==> config.mk <==
export PLATFORM = sky130hd
export DESIGN_NAME = hazard_scoreboard
export DESIGN_NICKNAME = d
export VERILOG_FILES = /design/src/rtl/pipe_pkg.sv /design/src/rtl/scb_counter.sv /design/src/rtl/hazard_scoreboard.sv
export SDC_FILE = /design/constraint.sdc
export NUM_CORES = 1
export LEC_CHECK = 0
export ABC_AREA = 0
export BUFFER_PORTS_ARGS = -buffer_cell sky130_fd_sc_hd__buf_2
export CAP_MARGIN = 25
export CORE_UTILIZATION = 30
export CTS_CLUSTER_DIAMETER = 30
export CTS_CLUSTER_SIZE = 10
export DETAILED_ROUTE_END_ITERATION = 10
export PLACE_DENSITY = 0.45
export SLEW_MARGIN = 20
export SYNTH_ARGS = -nofsm -noshare
export SYNTH_HDL_FRONTEND = slang
export SYNTH_SLANG_ARGS = --single-unit
==> constraint.sdc <==
create_clock -name clk -period 15 [get_ports clk]
set_input_delay 3.75 -clock clk [delete_from_list [all_inputs] [get_ports clk]]
set_output_delay 3.75 -clock clk [all_outputs]
set_load 0.1 [all_outputs]
==> src/rtl/pipe_pkg.sv <==
// Shared pipeline encodings: instruction classes, producer latencies and the
// default MDU latency used by the hazard scoreboard.
package pipe_pkg;

  localparam logic [1:0] CLS_ALU  = 2'b00;
  localparam logic [1:0] CLS_LOAD = 2'b01;
  localparam logic [1:0] CLS_MDU  = 2'b10;

  localparam int LAT_ALU     = 0;
  localparam int LAT_LOAD    = 1;
  localparam int MDU_LAT_DEF = 4;

  // Cycles from issue until the result of this class is forwardable.
  // The reserved class encoding behaves like an ALU op.
  function automatic logic [7:0] lat_of(input logic [1:0] cls,
                                        input int mdu_lat = MDU_LAT_DEF);
    case (cls)
      CLS_LOAD: lat_of = 8'(LAT_LOAD);
      CLS_MDU:  lat_of = 8'(mdu_lat);
      default:  lat_of = 8'(LAT_ALU);
    endcase
  endfunction

endpackage

==> src/rtl/scb_counter.sv <==
// Loadable saturating down-counter with asynchronous active-low clear and a
// nonzero flag; one per architectural register plus one for the MDU.
module scb_counter #(
  parameter int CW = 4
) (
  input  logic          clk,
  input  logic          rst,
  input  logic          load,
  input  logic [CW-1:0] load_val,
  output logic [CW-1:0] count,
  output logic          nz
);

  assign nz = |count;

  // A load overrides the decrement; an idle counter stays at zero.
  always_ff @(posedge clk or negedge rst) begin
    if (!rst)
      count <= '0;
    else if (load)
      count <= load_val;
    else if (nz)
      count <= count - CW'(1);
  end

endmodule

==> src/rtl/hazard_scoreboard.sv <==
// ID/EX hazard scoreboard: per-register forwardability countdowns, RAW/WAW and
// MDU structural stalls. Define SCB_STATS_EN to add the stall_count output.
module hazard_scoreboard
  import pipe_pkg::*;
#(
  parameter int MDU_LAT = MDU_LAT_DEF,
  parameter int CW      = 4
) (
  input  logic        clk,
  input  logic        rst,
  input  logic        id_valid,
  input  logic [4:0]  id_rs1,
  input  logic [4:0]  id_rs2,
  input  logic        id_use_rs1,
  input  logic        id_use_rs2,
  input  logic [4:0]  id_rd,
  input  logic        id_we,
  input  logic [1:0]  id_class,
  input  logic        flush,
  output logic        stall,
  output logic        pc_write,
  output logic        ifid_write,
  output logic        idex_bubble,
  output logic        issue,
  output logic        mdu_busy
`ifdef SCB_STATS_EN
  ,
  output logic [31:0] stall_count
`endif
);

  logic [31:0][CW-1:0] cnt;
  logic [31:0]         nz;
  logic [CW-1:0]       lat_id;
  logic                mdu_nz;
  logic                raw;
  logic                waw;
  logic                strct;
  logic                hazard;

  assign lat_id = CW'(lat_of(id_class, MDU_LAT));

  // r0 is never a producer, so its slot is tied off instead of instantiated.
  assign cnt[0] = '0;
  assign nz[0]  = 1'b0;

  for (genvar gi = 1; gi < 32; gi++) begin : g_reg
    scb_counter #(.CW(CW)) u_cnt (
      .clk      (clk),
      .rst      (rst),
      .load     (issue && id_we && (id_rd == 5'(gi))),
      .load_val (lat_id),
      .count    (cnt[gi]),
      .nz       (nz[gi])
    );
  end

  scb_counter #(.CW(CW)) u_mdu (
    .clk      (clk),
    .rst      (rst),
    .load     (issue && (id_class == CLS_MDU)),
    .load_val (CW'(MDU_LAT)),
    .count    (),
    .nz       (mdu_nz)
  );

  assign raw    = (id_use_rs1 && nz[id_rs1]) || (id_use_rs2 && nz[id_rs2]);
  // A younger writer may only issue once it can no longer finish before the older one.
  assign waw    = id_we && (id_rd != 5'd0) && (cnt[id_rd] > lat_id);
  assign strct  = (id_class == CLS_MDU) && mdu_nz;
  assign hazard = raw || waw || strct;

  // Reset forces the pipeline into a bubble-insertion, free-running state.
  assign stall       = rst && id_valid && !flush && hazard;
  assign issue       = rst && id_valid && !flush && !hazard;
  assign pc_write    = !stall;
  assign ifid_write  = !stall;
  assign idex_bubble = !rst || stall || flush || !id_valid;
  assign mdu_busy    = mdu_nz;

`ifdef SCB_STATS_EN
  always_ff @(posedge clk or negedge rst) begin
    if (!rst)
      stall_count <= '0;
    else if (stall && (stall_count != 32'hFFFF_FFFF))
      stall_count <= stall_count + 32'd1;
  end
`endif

endmodule
Yosys cells after proc, flatten, opt, wreduce, memory -nomap -nowiden --
Index checks and enable logic that the tools add are counted.
Word-level totals: register bits 128, input port bits 24, logic and storage cells 290
Cells by class: add/sub/neg operators 32, magnitude comparators 4, equality and inequality tests 33, muxes and demuxes 71, reductions and logical operators 118
Operators with widths (number):
- $mux 4 | 65
- $reduce_or 4->1 | 32
- $sub 4x1->4 const B | 32
- $eq 5x5->1 const B | 16
- $reduce_bool 2->1 | 32
- $logic_and 1x1->1 | 42
- $eq 5x4->1 const B | 8
- $bmux 4 s5 | 1
- $eq 5x3->1 const B | 4
- $lt 5x6->1 const B | 3
- $bmux 1 s5 | 2
- $eq 5x2->1 const B | 2
- $logic_or 1x1->1 | 6
- $pmux 3 s2 | 1
- $eq 5x1->1 const B | 1
- $logic_not 1->1 | 5
- $reduce_bool 5->1 | 1
- $gt 4x4->1 | 1
- $eq 2x1->1 const B | 1
- $eq 2x2->1 const B | 1
- $mux 1 | 2

Longest topological paths before layout --
depth after elaboration 12, mapped depth 17, depth with buffers taken out 13

By module --
Synthesis repeated with hierarchy kept, for this count alone.
Second synthesis, totals: cells, all modules 1094, area, all modules 10253.6 um2
By module, submodules not included:
- scb_counter | instances 32, cells each 26, area each 251.5 um2
- hazard_scoreboard | instances 1, cells each 262, area each 2205.9 um2

Worst setup path after synthesis --
OpenSTA, ideal clock, no wires.
path type in2out, from input id_rd[0], to output pc_write, arrival 10.332 ns, required time 11.250 ns, setup slack 0.918 ns, stages 16, path buffers 5, path through buf_2 > buf_1 > buf_2 > buf_1 > mux4_2 > mux4_2 > nor2_1 > nor2_1 > ha_1 > nand2_1 > o41a_1 > or4b_1 > o31ai_1 > a31oi_1 > inv_1 > buf_4
On the way: word-level cells in the longest chain between the ends 8, elaborated cells on any way between the ends 10, classes of those cells 1 x order compare; 2 x mux; 7 x reduce/logical
RTL lines:
- start, declared | line hazard_scoreboard.sv:16 | input logic [4:0] id_rd,
- $bmux 4 s5 | line hazard_scoreboard.sv:69 | assign waw = id_we && (id_rd != 5'd0) && (cnt[id_rd] > lat_id);
- $mux 4 (not written as such) | line hazard_scoreboard.sv:69
- $gt 4x4->1 | line hazard_scoreboard.sv:69
- $logic_and 1x1->1 (*) | line hazard_scoreboard.sv:69
- $logic_or 1x1->1 (*) (2 in series) | line hazard_scoreboard.sv:71 | assign hazard = raw || waw || strct;
- $logic_and 1x1->1 (*) | line hazard_scoreboard.sv:74 | assign stall = rst && id_valid && !flush && hazard;
- net stall | line hazard_scoreboard.sv:20 | output logic stall,
- $logic_not 1->1 (*)
- end, declared | line hazard_scoreboard.sv:21 | output logic pc_write,
Mark *: on every way through the listed nets, which the timed path passes. The rest lies on a longest branch. The select of a mux whose other input is x is not followed.

Final worst setup path --
from input id_rd[1], to output issue
On the way: word-level cells in the longest chain between the ends 8, elaborated cells on any way between the ends 10, classes of those cells 1 x order compare; 2 x mux; 7 x reduce/logical
RTL lines:
- $bmux 4 s5 | line hazard_scoreboard.sv:69
- $mux 4 (not written as such) | line hazard_scoreboard.sv:69
- $gt 4x4->1 | line hazard_scoreboard.sv:69
- $logic_and 1x1->1 (*) | line hazard_scoreboard.sv:69
- $logic_or 1x1->1 (*) (2 in series) | line hazard_scoreboard.sv:71
- $logic_not 1->1 (*) | line hazard_scoreboard.sv:75 | assign issue = rst && id_valid && !flush && !hazard;
- $logic_and 1x1->1 (*) | line hazard_scoreboard.sv:75
- end, declared | line hazard_scoreboard.sv:24 | output logic issue,
Mark *: on every way between the ends. The rest lies on a longest branch, timed or not. The select of a mux whose other input is x is not followed.

==> flow_summary.yaml <==
outcome:
  status: "completed"
power_and_ir_drop:
  p_int_mw: 1.27
  combPwrFrac_pct: 46.7
  power.switching_uw: 906
  p_leak_nw: 4.20
  ir_worst_vdd_uv: 82.6
  p_sw_share_pct: 41.7
  pwr-share-clk_pct: 19.6
  p_per_area_nw_per_um2: 209
  p_seq_share_pct: 33.7
timing:
  fmax_mhz: 84.6
  finalSetupTns_ns: 0
  slew_headroom_pct: 29.6
  finalCritPeriodShare_pct: 78.8
  hold_slack_ns: 0.525
  setup_viol: 0
  clock_skew_ns: 0.0139
  period_needed_ns: 11.83
  rsz0062_at_grt: "no"
  slew_violations: 0
  worst_pin_slew_ns: 1.05
  hold_viol: 0
logic_synthesis:
  synthFlopType: "dfrtp_1"
  synth_cell_types: 52
  syn_inst: 932
  yosysTopAreaCell: "dfrtp_1"
  synth_seq_cells: 128
  synth_compound_area_share_pct: 7.71
  synth_top_family_by_area: "simple AND/OR/NAND/NOR gates"
  seq_area_frac_synth_pct: 34.8
  synth_nets: 991
  synthXorXnorAreaFrac_pct: 3.81
  synth.area.top_cells: "dfrtp_1 (35%), mux4_2 (11%), mux2i_1 (6.7%)"
  synthAdderAreaFrac_pct: 4.76
  synthArstFlopShare_pct: 100
  ys_warn_count: 0
  synth_top_area_share_pct: 34.8
  synth_edf_count: 0
  syn_area_um2: 9200
  syn_area_per_cell_um2: 9.87
  synth_simple_gate_area_share_pct: 23.9
  synth_mux_area_share_pct: 19.1
die:
  die_area_um2: 31400
  core_area_um2: 29900
  die_w_um: 177
  initial_core_util_pct: 30.8
  std_cell_rows: 63
  die_h_um: 177
  top_level_ports: 30
setup_path:
  ff2ff_setup_slack_ns: 10.23
  cpMaxStageDelayCell: "nor2b_1"
  max_stage_delay_ns: 0.78
  arrival_ns: 8.08
  path_cells: "buf_2 > buf_4 > nor2b_1 > a22o_1 > mux4_2 > nor2_1 > nor2_1 > ha_1 > nor2b_1 > o21ai_0 > o21ai_0 > or4b_1 > o31ai_1 > nand4_1 > inv_1 > buf_2"
  start_kind: "input pin"
  cp.required_ns: 11.25
  end_kind: "primary output"
  crit_type: "input pin to primary output"
  path_max_fanout: 37
clocking:
  cts_buffers: 17
  cts_resized: 0
  post-cts-setup-buffers: 0
  cts_tree: "built"
  clock_sinks: 128
  clk_latency_ns: 0.44
  hold_buffers: 0
  cts-root-buf: "clkbuf_16"
  htreeDepth: 4
  clk_pin_slew_worst_paths_ns: 0.07
  cts.path.max_buffers: 2
route:
  routed_via_density: 5.13
  drtIter0Drc: 434
  wl_per_cell_um: 19.7
  detail-route-antenna-nets: 0
  drt-pass1-iter-count: 5
  via_count: 6968
  routed_wl_mm: 26.8
  drc: 0
final_layout:
  layout-drive-gt1-share_pct: 17.6
  n_antenna_cell: 0
  final_common_cell: "dfrtp_1"
  fin_nets: 1015
  final_cell_mix: "dfrtp_1 (128), nor2_1 (96), inv_1 (95)"
  area_growth_pct: 12.9
placed_design:
  port_buffers: 29
  place.gp.congestion: 0.833
  dp.final_hpwl_mm: 19.6
global_route:
  grt_overflow: 0
  grt_pass1_vias: 6769
  grt_use_total_pct: 18.0
  grt_max_degree: 64
  antenna_found_initial: 1
  grt_pass1_wl_mm: 41.5
job:
  max-cap-violations: 0
worst_hold_path:
  hold_path.class: "register to register"
-- registers in the layout, indices dropped and copies added, names as in the netlist --
name / cells
u_mdu.count: 4
g.u_cnt.count: 124
-- metrics by stage --
stage | setup slack (ns) | cell area [um2] | instances | utilization [%] | total power, mW
2_1_floorplan | 0.918 | 9200 | 932 | - | 1.48
3_3_place_gp | 3.24 | 9780 | 1327 | 32.8 | 1.74
3_5_place_dp | 3.17 | 9780 | 1327 | 32.8 | 1.75
4_1_cts | 3.16 | 10400 | 1359 | 34.8 | 2.20
5_1_grt | 2.78 | 10400 | 1359 | 34.8 | 2.37
6_report | 3.17 | 10400 | 1359 | 34.8 | 2.17
-- metal layers --
| metal | routed length (um) | global-route usage [%] |
|---|---|---|
| met1 | 12800 | 24.8 |
| met2 | 12200 | 27.8 |
| met3 | 1140 | 4.02 |
| met4 | 569 | 6.14 |
| met5 | 13 | 0 |
-- worst paths after layout --
kind                                                              to  cells past startpoint                                start
max in group asynchronous       g_reg[11].u_cnt.count[2]$_DFFE_PN0P_                      2                                  rst
worst max-delay path                                           issue                     16                             id_rd[1]
worst min register to register            u_mdu.count[3]$_DFFE_PN0P_                      1           u_mdu.count[3]$_DFFE_PN0P_
min in group asynchronous       g_reg[20].u_cnt.count[3]$_DFFE_PN0P_                      1                                  rst
worst max register to register  g_reg[27].u_cnt.count[2]$_DFFE_PN0P_                     13  g_reg[7].u_cnt.count[2]$_DFFE_PN0P_
worst min-delay path                      u_mdu.count[3]$_DFFE_PN0P_                      1           u_mdu.count[3]$_DFFE_PN0P_
-- area by class of cell --
cell class,instances,area (um2)
fillers,3033,19500
multi-input cells,667,5450
flip-flops and latches,128,3200
well taps,390,488
clock buffers,18,439
inverters,96,360
repair buffers,46,279
clock inverters,14,159
-- cell usage after synthesis, types with 2 or more instances --
cell and n:
nand3_1 6, o311a_1 2, inv_1 95, or3b_2 2, buf_4 2, nand3b_1 5, or2_1 2, a22o_1 3
nor2b_1 7, nor3_1 38, or4_4 5, mux4_2 44, nand2b_1 3, o21ai_0 9, a21o_1 6, o22ai_1 4
and2_1 14, nor3b_1 57, nor4_4 16, mux2_2 13, xnor2_1 40, buf_2 12, buf_1 7, o31ai_1 2
a2111oi_0 2, nor4_1 2, nor4_2 10, o21a_1 2, a211oi_1 4, clkbuf_1 19, or3_1 32, nand2_1 54
nor2_1 96, a21oi_1 74, nand4_1 2, mux2i_1 62, dfrtp_1 128, ha_1 35, a31oi_1 3
-- logic make-up after synthesis --
| kind of cell | after synthesis |
|---|---|
| buf+inv | 137 |
| xor+xnor | 40 |
| simple gates | 353 |
| flops | 128 |
| fa+ha+maj | 35 |
| mux | 119 |
| compound gates | 120 |
-- power groups by stage --
stage	Sequential, mW	Clock (mW)	Combinational, mW
final	0.732	0.427	1.02
after global routing	0.757	0.453	1.16
after CTS	0.730	0.442	1.02
after detailed placement	0.735	0	1.02
after global placement	0.745	0	1.00
after floorplan	0.639	0	0.842
-- critical path: cells and delay by family --
kind	cells	cell delay, ns
AOI/OAI and AO/OA	4	0.82
adders and majority gates	1	0.28
buffers and inverters	4	1.04
muxes	1	0.23
and+or+nand+nor	6	1.91
(Power assumes the default switching activity.)
